## config.mk

```make
export PLATFORM = sky130hd
export DESIGN_NAME = instr_decode_issue
export DESIGN_NICKNAME = d
export VERILOG_FILES = /design/src/rtl/exec_pkg.sv /design/src/rtl/issue_scoreboard.sv /design/src/rtl/instr_decode_issue.sv
export SDC_FILE = /design/constraint.sdc
export NUM_CORES = 1
export LEC_CHECK = 0
export CORE_AREA = 5 5 160 162
export DETAILED_ROUTE_END_ITERATION = 8
export DIE_AREA = 0 0 165 167
export DONT_BUFFER_PORTS = 1
export PLACE_DENSITY = 0.43
export SYNTH_ARGS = -nofsm -noshare
export SYNTH_HDL_FRONTEND = slang
export SYNTH_SLANG_ARGS = --single-unit
export TNS_END_PERCENT = 5
```

## constraint.sdc

```tcl
create_clock -name clock -period 3.4 [get_ports clock]
set_clock_uncertainty 0.1 [all_clocks]
set_input_delay 0.51 -clock clock [delete_from_list [all_inputs] [get_ports clock]]
set_output_delay 0.51 -clock clock [all_outputs]
set_load 0.005 [all_outputs]
```

## src/rtl/exec_pkg.sv

```systemverilog
// Shared types for the execute front end: instruction layout, opselect encoding
// and the bit positions of the control_in bundle.
package exec_pkg;

    localparam int REGISTER_WIDTH = 32;
    localparam int INSTR_WIDTH    = 32;

    typedef enum logic [2:0] {
        SHIFT_REG   = 3'b000,
        ARITH_LOGIC = 3'b001,
        MEM_WRITE   = 3'b100,
        MEM_READ    = 3'b101
    } opselect_t;

    localparam int CTL_IMMP      = 0;
    localparam int CTL_OP_LSB    = 1;
    localparam int CTL_OPSEL_LSB = 4;
    localparam int CTL_WIDTH     = 7;

    // imm is instr[14:0], so it spans the rs2 field plus imm_lo
    typedef struct packed {
        logic       immp_regn;
        logic [2:0] opselect;
        logic [2:0] operation;
        logic [4:0] rd;
        logic [4:0] rs1;
        logic [4:0] rs2;
        logic [9:0] imm_lo;
    } instr_t;

    function automatic logic is_legal(logic [2:0] os);
        case (os)
            SHIFT_REG, ARITH_LOGIC, MEM_WRITE, MEM_READ: return 1'b1;
            default:                                   return 1'b0;
        endcase
    endfunction

endpackage

```

## src/rtl/issue_scoreboard.sv

```systemverilog
// Pending-destination scoreboard: one busy bit per register, same-cycle
// writeback forwarded into the hazard check, set beats clear on collision.
module issue_scoreboard #(
    parameter int NUM_REGS = 32,
    localparam int IW = $clog2(NUM_REGS)
) (
    input  logic          clock,
    input  logic          reset,
    input  logic          set_en,
    input  logic [IW-1:0] set_idx,
    input  logic          clr_en,
    input  logic [IW-1:0] clr_idx,
    input  logic [IW-1:0] rs1,
    input  logic [IW-1:0] rs2,
    input  logic [IW-1:0] rd,
    input  logic          chk_rs2,
    input  logic          chk_rd,
    output logic          hazard
);

    logic [NUM_REGS-1:0] busy, pend, clr_mask, set_mask;

    always_comb begin
        clr_mask = '0;
        set_mask = '0;
        if (clr_en) clr_mask[clr_idx] = 1'b1;
        if (set_en) set_mask[set_idx] = 1'b1;
        pend   = busy & ~clr_mask;
        hazard = pend[rs1] || (chk_rs2 && pend[rs2]) || (chk_rd && pend[rd]);
    end

    // r0 is never pending, so bit 0 is pinned low
    always_ff @(posedge clock) begin
        if (reset) busy <= '0;
        else       busy <= {pend[NUM_REGS-1:1] | set_mask[NUM_REGS-1:1], 1'b0};
    end

endmodule

```

## src/rtl/instr_decode_issue.sv

```systemverilog
// Decode/issue stage: decodes one instruction per cycle, reads operands and
// registers the execute input bundle, stalling on scoreboard hazards.
module instr_decode_issue
    import exec_pkg::*;
#(
    parameter int NUM_REGS = 32
) (
    input  logic                             clock,
    input  logic                             reset,
    input  logic                             instr_valid,
    input  logic [INSTR_WIDTH-1:0]           instr_in,
    output logic                             instr_ready,
    output logic [4:0]                       rf_raddr1,
    output logic [4:0]                       rf_raddr2,
    input  logic [REGISTER_WIDTH-1:0]        rf_rdata1,
    input  logic [REGISTER_WIDTH-1:0]        rf_rdata2,
    input  logic                             wb_valid,
    input  logic [4:0]                       wb_rd,
    output logic signed [REGISTER_WIDTH-1:0] src1,
    output logic signed [REGISTER_WIDTH-1:0] src2,
    output logic [REGISTER_WIDTH-1:0]        imm,
    output logic [CTL_WIDTH-1:0]             control_in,
    output logic                             enable_ex,
    output logic [4:0]                       ex_rd,
    output logic                             illegal_instr
);

    instr_t ins;
    logic   legal, uses_rs2, writes_rd, sb_hazard, accept, issue;

    assign ins       = instr_t'(instr_in);
    assign rf_raddr1 = ins.rs1;
    assign rf_raddr2 = ins.rs2;
    assign legal     = is_legal(ins.opselect);
    assign uses_rs2  = !ins.immp_regn || (ins.opselect == MEM_WRITE);
    assign writes_rd = (ins.opselect != MEM_WRITE) && (ins.rd != '0);

    // illegal instructions bypass the hazard check and drain immediately
    assign instr_ready = !reset && !(legal && sb_hazard);
    assign accept      = instr_valid && instr_ready;
    assign issue       = accept && legal;

    issue_scoreboard #(.NUM_REGS(NUM_REGS)) u_sb (
        .clock   (clock),
        .reset   (reset),
        .set_en  (issue && writes_rd),
        .set_idx (ins.rd),
        .clr_en  (wb_valid),
        .clr_idx (wb_rd),
        .rs1     (ins.rs1),
        .rs2     (ins.rs2),
        .rd      (ins.rd),
        .chk_rs2 (uses_rs2),
        .chk_rd  (writes_rd),
        .hazard  (sb_hazard)
    );

    always_ff @(posedge clock) begin
        if (reset) begin
            src1          <= '0;
            src2          <= '0;
            imm           <= '0;
            control_in    <= '0;
            ex_rd         <= '0;
            enable_ex     <= 1'b0;
            illegal_instr <= 1'b0;
        end else begin
            enable_ex     <= issue;
            illegal_instr <= accept && !legal;
            if (issue) begin
                src1       <= (ins.rs1 == '0) ? '0 : rf_rdata1;
                src2       <= (ins.rs2 == '0) ? '0 : rf_rdata2;
                imm        <= {{(REGISTER_WIDTH-15){ins.rs2[4]}}, ins.rs2, ins.imm_lo};
                control_in <= {ins.opselect, ins.operation, ins.immp_regn};
                ex_rd      <= ins.rd;
            end
        end
    end

endmodule

```

==> results of run 1 <==
==> kinds of logic after synthesis <==
family	share of synthesized area, %
compound gates	14.5
xor+xnor	0.793
buf+inv	7.78
flops	37.5
mux	16.8
simple gates	22.6
==> routing by layer <==
layer,vias up,global-route usage [%]
li1,2598,-
met1,2711,21.2
met2,310,25.3
met3,24,5.96
met4,0,4.48
met5,-,0
==> Yosys cell counts (all sizes together), types with 5 or more instances <==
cell type / number
o32ai: 20
mux2i: 80
dfxtp: 124
or3: 8
o311ai: 5
inv: 13
o211ai: 17
or2: 5
nor2b: 33
a21oi: 5
o22ai: 5
buf: 48
clkbuf: 38
nor3: 10
o31ai: 10
o2111ai: 6
nand3: 6
nor4: 5
nor2: 14
mux2: 24
nand2: 93
o21ai: 37
nand2b: 76
==> final timing paths <==
check                              startpoint             to  cells after the start  slack [ps]
worst max register to register  u_sb.busy[25]       src2[16]                     12         500
worst max-delay path                 wb_rd[0]    instr_ready                      9         180
worst min-delay path                    reset  illegal_instr                      1          80
worst min register to register       src2[20]       src2[20]                      2         400
==> cell type report <==
type                       instances  area share, %
tap                              324           5.34
timing repair buffer              47           5.31
clock buffer                      17           5.60
multi-input combinational        523           48.0
inverter                          14          0.692
clock inverter                    15           2.34
sequential                       124           32.7
==> registers in the layout, indices dropped and copies added (netlist names) <==
signal and flops:
illegal_instr 1, ex_rd 5, src1 32, src2 32, control_in 7, enable_ex 1, imm 15, u_sb.busy 31
==> where the power goes <==
group	internal [µW]	leakage, µW	switching, µW
Clock	1110	0.000287	782
Sequential	1490	0.00100	35.1
Combinational	126	0.00184	154
Total	2730	0.00313	971
==> metrics by stage <==
step / cell area, µm² / total power, µW / std cells
2_1_floorplan: 6630 / 1810 / 747
3_3_place_gp: 6990 / 1840 / 1032
3_5_place_dp: 6990 / 1840 / 1032
4_1_cts: 7590 / 3760 / 1064
5_1_grt: 7590 / 3850 / 1064
6_report: 7590 / 3700 / 1064
==> flow_summary.toml, run 1 <==
[yosys]
yosys_warnings = 0
syn_area_um2 = 6630
yosysSeqAreaShare_pct = 37.5
synth.area.top_cells = "dfxtp_1 37%, mux2i_1 12%, nand2b_1 7.2%, nand2_1 5.3%, mux2_2 4.1%"
synth_edf_count = 0
synth_seq_cells = 124
synthArstFlopShare_pct = 0
synth_nets = 852
syn_area_per_cell_um2 = 8.87
synth_top_area_share_pct = 37.5
synth_top_cell_by_area = "dfxtp_1"
syn_inst = 747
yosysUniqueCellTypes = 64
ys.flop_type = "dfxtp_1"

[detailed_routing]
antenna_left = 0
vias = 5643
dr_wl_met3_um = 2530
drt_pre_antenna_iters = 5
drt-met1-wl_um = 9420
wl_met2_um = 10600
highest_layer = "met4"
vias_per_cell = 5.30
drt-total-wl_um = 22900
drt_iter0_drc = 435
drc_errors = 0
post_drt_wl_per_cell_um = 21.5

[critical_path]
path_buf_inv = 1
crit_required_ps = 2790
cp_cell_sequence = "nand2b_1 -> o21ai_1 -> mux4_2 -> nor2_1 -> or3_1 -> a31oi_1 -> buf_4 -> nand2_1 -> o21ai_0"
critPathMaxFanout = 9
critPathLaunchType = "input pin"
cpPeakStageDelay_ps = 480
crit_type = "input pin to output port"
arrival_ps = 2610
critical_path.top_delay_family = "simple AND/OR/NAND/NOR gates"
cpMaxStageDelayCell = "o21ai_1"
crit_path_end_kind = "output port"

[finish]
drive_gt1_share_pct = 15.5
fill_cells = 2558
final_util_pct = 31.7
fin_nets = 832
regArea_um2 = 2480
multi_input_area_um2 = 3650
layout_commonest_cell = "dfxtp_1"
area_delta_synth_final_pct = 14.6
final_cell_mix = "124 x dfxtp_1, 92 x nand2_1, 80 x mux2i_1, 76 x nand2b_1, 43 x buf_4"
diodes = 0

[timing]
fin_ws_ps = 185
hold_violations = 0
tightest_slew_ps = 903
max_freq_ghz = 0.311
setup_viol_count_final = 0
grt_setup_unrepaired = "false"
tns_ps = 0
maxSlewHeadroom_pct = 39.7
final.min_clock_period_ps = 3220
holdWs_ps = 83.1
fin_crit_sh_pct = 94.6
slew_violations = 0

[place]
port_buffers = 0
dp_hpwl_um = 16600
gp_congestion = 0.942
dp_slack_ps = 156

[cts]
cts_root_buffer = "clkbuf_16"
cts_inserted_buffers = 17
post_cts_resized = 0
clk_pin_slew_worst_paths_ps = 50
cts_sinks = 124
postCtsSetupRepairBufs = 0
cts_tree = "done"
htree_levels = 4
insertion_delay_ps = 420
cts_hold_buf = 0
clk_path_buf_depth = 2

[floorplanning]
die_area_um2 = 27600
die_w_um = 165
die_h_um = 167
num_rows = 57
start_util_pct = 27.7
core_um2 = 24000
ios = 226

[grt]
grt_use_total_pct = 16.3
grt_pass1_wl_um = 34800
grt_pass1_vias = 5790
antenna_found_initial = 0
overflow = 0
grt_max_degree = 132

[power]
power_density_nw_per_um2 = 487
p_leak_uw = 0.00313
ir_drop_mv = 0.258

[hold_path]
hp-class = "input pin to flip-flop"

[outcome]
status = "finished, final reports clean"

[flow_run]
cap_violations = 0
No activity file was read; power rests on OpenSTA's default activity.
==> run 2: changes to the inputs <==
--- a/config.mk
+++ b/config.mk
@@ -9,7 +9,7 @@
 export DETAILED_ROUTE_END_ITERATION = 8
 export DIE_AREA = 0 0 165 167
 export DONT_BUFFER_PORTS = 1
-export PLACE_DENSITY = 0.43
+export PLACE_DENSITY = 0.54
 export SYNTH_ARGS = -nofsm -noshare
 export SYNTH_HDL_FRONTEND = slang
 export SYNTH_SLANG_ARGS = --single-unit
==> constraint.sdc (replaced) <==
create_clock -name clock -period 2.77 [get_ports clock]
set_clock_uncertainty 0.1 [all_clocks]
set_input_delay 0.4155 -clock clock [delete_from_list [all_inputs] [get_ports clock]]
set_output_delay 0.4155 -clock clock [all_outputs]
set_load 0.005 [all_outputs]
==> flow_summary.toml, run 2 (synthesized netlist as in run 1, its figures left out) <==
[detailed_routing]
drt_iter0_drc = 401
vias_per_cell = 5.14
vias = 5685
drt_pre_antenna_iters = 5
post_drt_wl_per_cell_um = 20.4
antenna_left = 0
drt-total-wl_um = 22500
drc_errors = 0

[critical_path]
arrival_ps = 2290
cpMaxStageDelayCell = "nand4b_1"
reg2regPathDepth = 12
crit_required_ps = 2250
cp_common_cell = "buf_4"
cp_cell_sequence = "nand4b_1 -> buf_4 -> o21ai_0 -> buf_4 -> nand3_1 -> a21oi_1 -> o2bb2ai_2 -> nor3_2 -> nand2_2 -> o21ai_2"
critPathMaxFanout = 12
crit_type = "input pin to output port"
critPathLaunchType = "input pin"
crit_path_end_kind = "output port"
cpPeakStageDelay_ps = 360

[grt]
grt_max_degree = 130
grt_use_met3_pct = 5.68
grt_use_total_pct = 15.6
grt_pass1_wl_um = 33400
overflow = 0
gr-usage-met1_pct = 20.7
grt_pass1_vias = 5661
grt-busiest-layer = "met2"
antenna_found_initial = 1
grt.met2_usage_pct = 23.0

[finish]
fill_cells = 2527
diodes = 0
layout_commonest_cell = "dfxtp_1"
final_cell_mix = "124 x dfxtp_1, 91 x nand2_1, 80 x mux2i_1, 79 x buf_4, 76 x nand2b_1"
reg.largest.list = "src1 (32), src2 (32), u_sb.busy (31)"
final_util_pct = 33.5
area_delta_synth_final_pct = 21.2
fin_nets = 873
drive_gt1_share_pct = 21.8
final_cells = 1105
final_area_um2 = 8030

[flow_run]
cap_violations = 0

[cts]
cts_tree = "done"
cts_root_buffer = "clkbuf_16"
cts_inserted_buffers = 17
cts_sinks = 124
clk_pin_slew_worst_paths_ps = 60
htree_levels = 4
insertion_delay_ps = 410
clk_path_buf_depth = 2

[outcome]
status = "finished, violations left"
failed_checks = "negative setup slack"

[place]
port_buffers = 0
place_inst = 1069
dp_slack_ps = -318
gp_congestion = 0.885
dpl_cell_area_um2 = 7280
dp_hpwl_um = 15700

[floorplanning]
die_area_um2 = 27600
core_um2 = 24000
ios = 226
num_rows = 57
die_h_um = 167
start_util_pct = 27.7
die_w_um = 165

[timing]
final.min_clock_period_ps = 2810
grt_setup_unrepaired = "true"
setup_viol_count_final = 1
slew_violations = 0
fin_ws_ps = -38.5
hold_violations = 0
maxSlewHeadroom_pct = 38.7
tightest_slew_ps = 918
fin_crit_sh_pct = 101
max_freq_ghz = 0.356

[power]
ir_drop_mv = 0.278
p_leak_uw = 0.00335
p_total_uw = 4490
power_density_nw_per_um2 = 558

[hold_path]
hp-class = "input pin to flip-flop"
whs_path_depth = 2
[run 2: cell types whose count changed in the layout (fill, tap and decap cells not counted), moves of 3 or more]
cell | before | now
o21ai_2 | 0 | 6
buf_4 | 43 | 79
clkbuf_8 | 0 | 3
o21ai_0 | 34 | 27
[run 2: what timing repair did]
action | 4_1_cts | 5_1_grt
resized for setup | 16 | 12
hold buffers | 1 | 0
cloned | 0 | 2
pin swaps | 6 | 1
endpoints found under the setup margin | 2 | 67
buffers inserted | 1 | 0
endpoints found under the hold margin | 3 | 0
[run 2: metal layers]
| layer | part of all wire [%] | wire length (µm) | vias up |
|---|---|---|---|
| met1 | 43 | 9770 | 2669 |
| met2 | 44 | 9830 | 293 |
| met5 | 0 | 0 | - |
| li1 | - | - | 2683 |
| met3 | 10 | 2350 | 40 |
| met4 | 2.4 | 545 | 0 |
[run 2: final timing paths]
path                 start             to  slack, ps
max reg2reg  u_sb.busy[25]  control_in[0]         90
min           rf_rdata1[8]        src1[8]         30
min reg2reg        src1[8]        src1[8]        390
max               wb_rd[3]    instr_ready        -40
[run 2: area by class of cell]
class                   count  area (µm²)  area share (%)
clock buffers              22         474            5.90
flip-flops and latches    124        2480            30.9
well taps                 324         405            5.05
multi-input cells         523        3740            46.6
repair buffers             88         772            9.61
clock inverters            10         106            1.32
inverters                  14        52.6           0.654
[run 2: per-stage QoR]
step	hold WS, ps	TNS [ps]
detailed placement	388	-30730
finish	29.3	-38.5
floorplan	368	-3100
CTS	3.47	-16.8
global route	15.0	-97.2
global placement	382	-32420
[run 2: power breakdown]
| part | internal, µW | switching, µW | total (µW) |
|---|---|---|---|
| Combinational | 191 | 203 | 394 |
| Clock | 1320 | 894 | 2220 |
| Sequential | 1830 | 42.3 | 1870 |
| Total | 3350 | 1140 | 4490 |
[run 2: critical path: cells and delay by family]
| family | cells | cell delay (ps) |
|---|---|---|
| and+or+nand+nor | 4 | 740 |
| AOI/OAI and AO/OA | 4 | 690 |
| buffers and inverters | 2 | 440 |
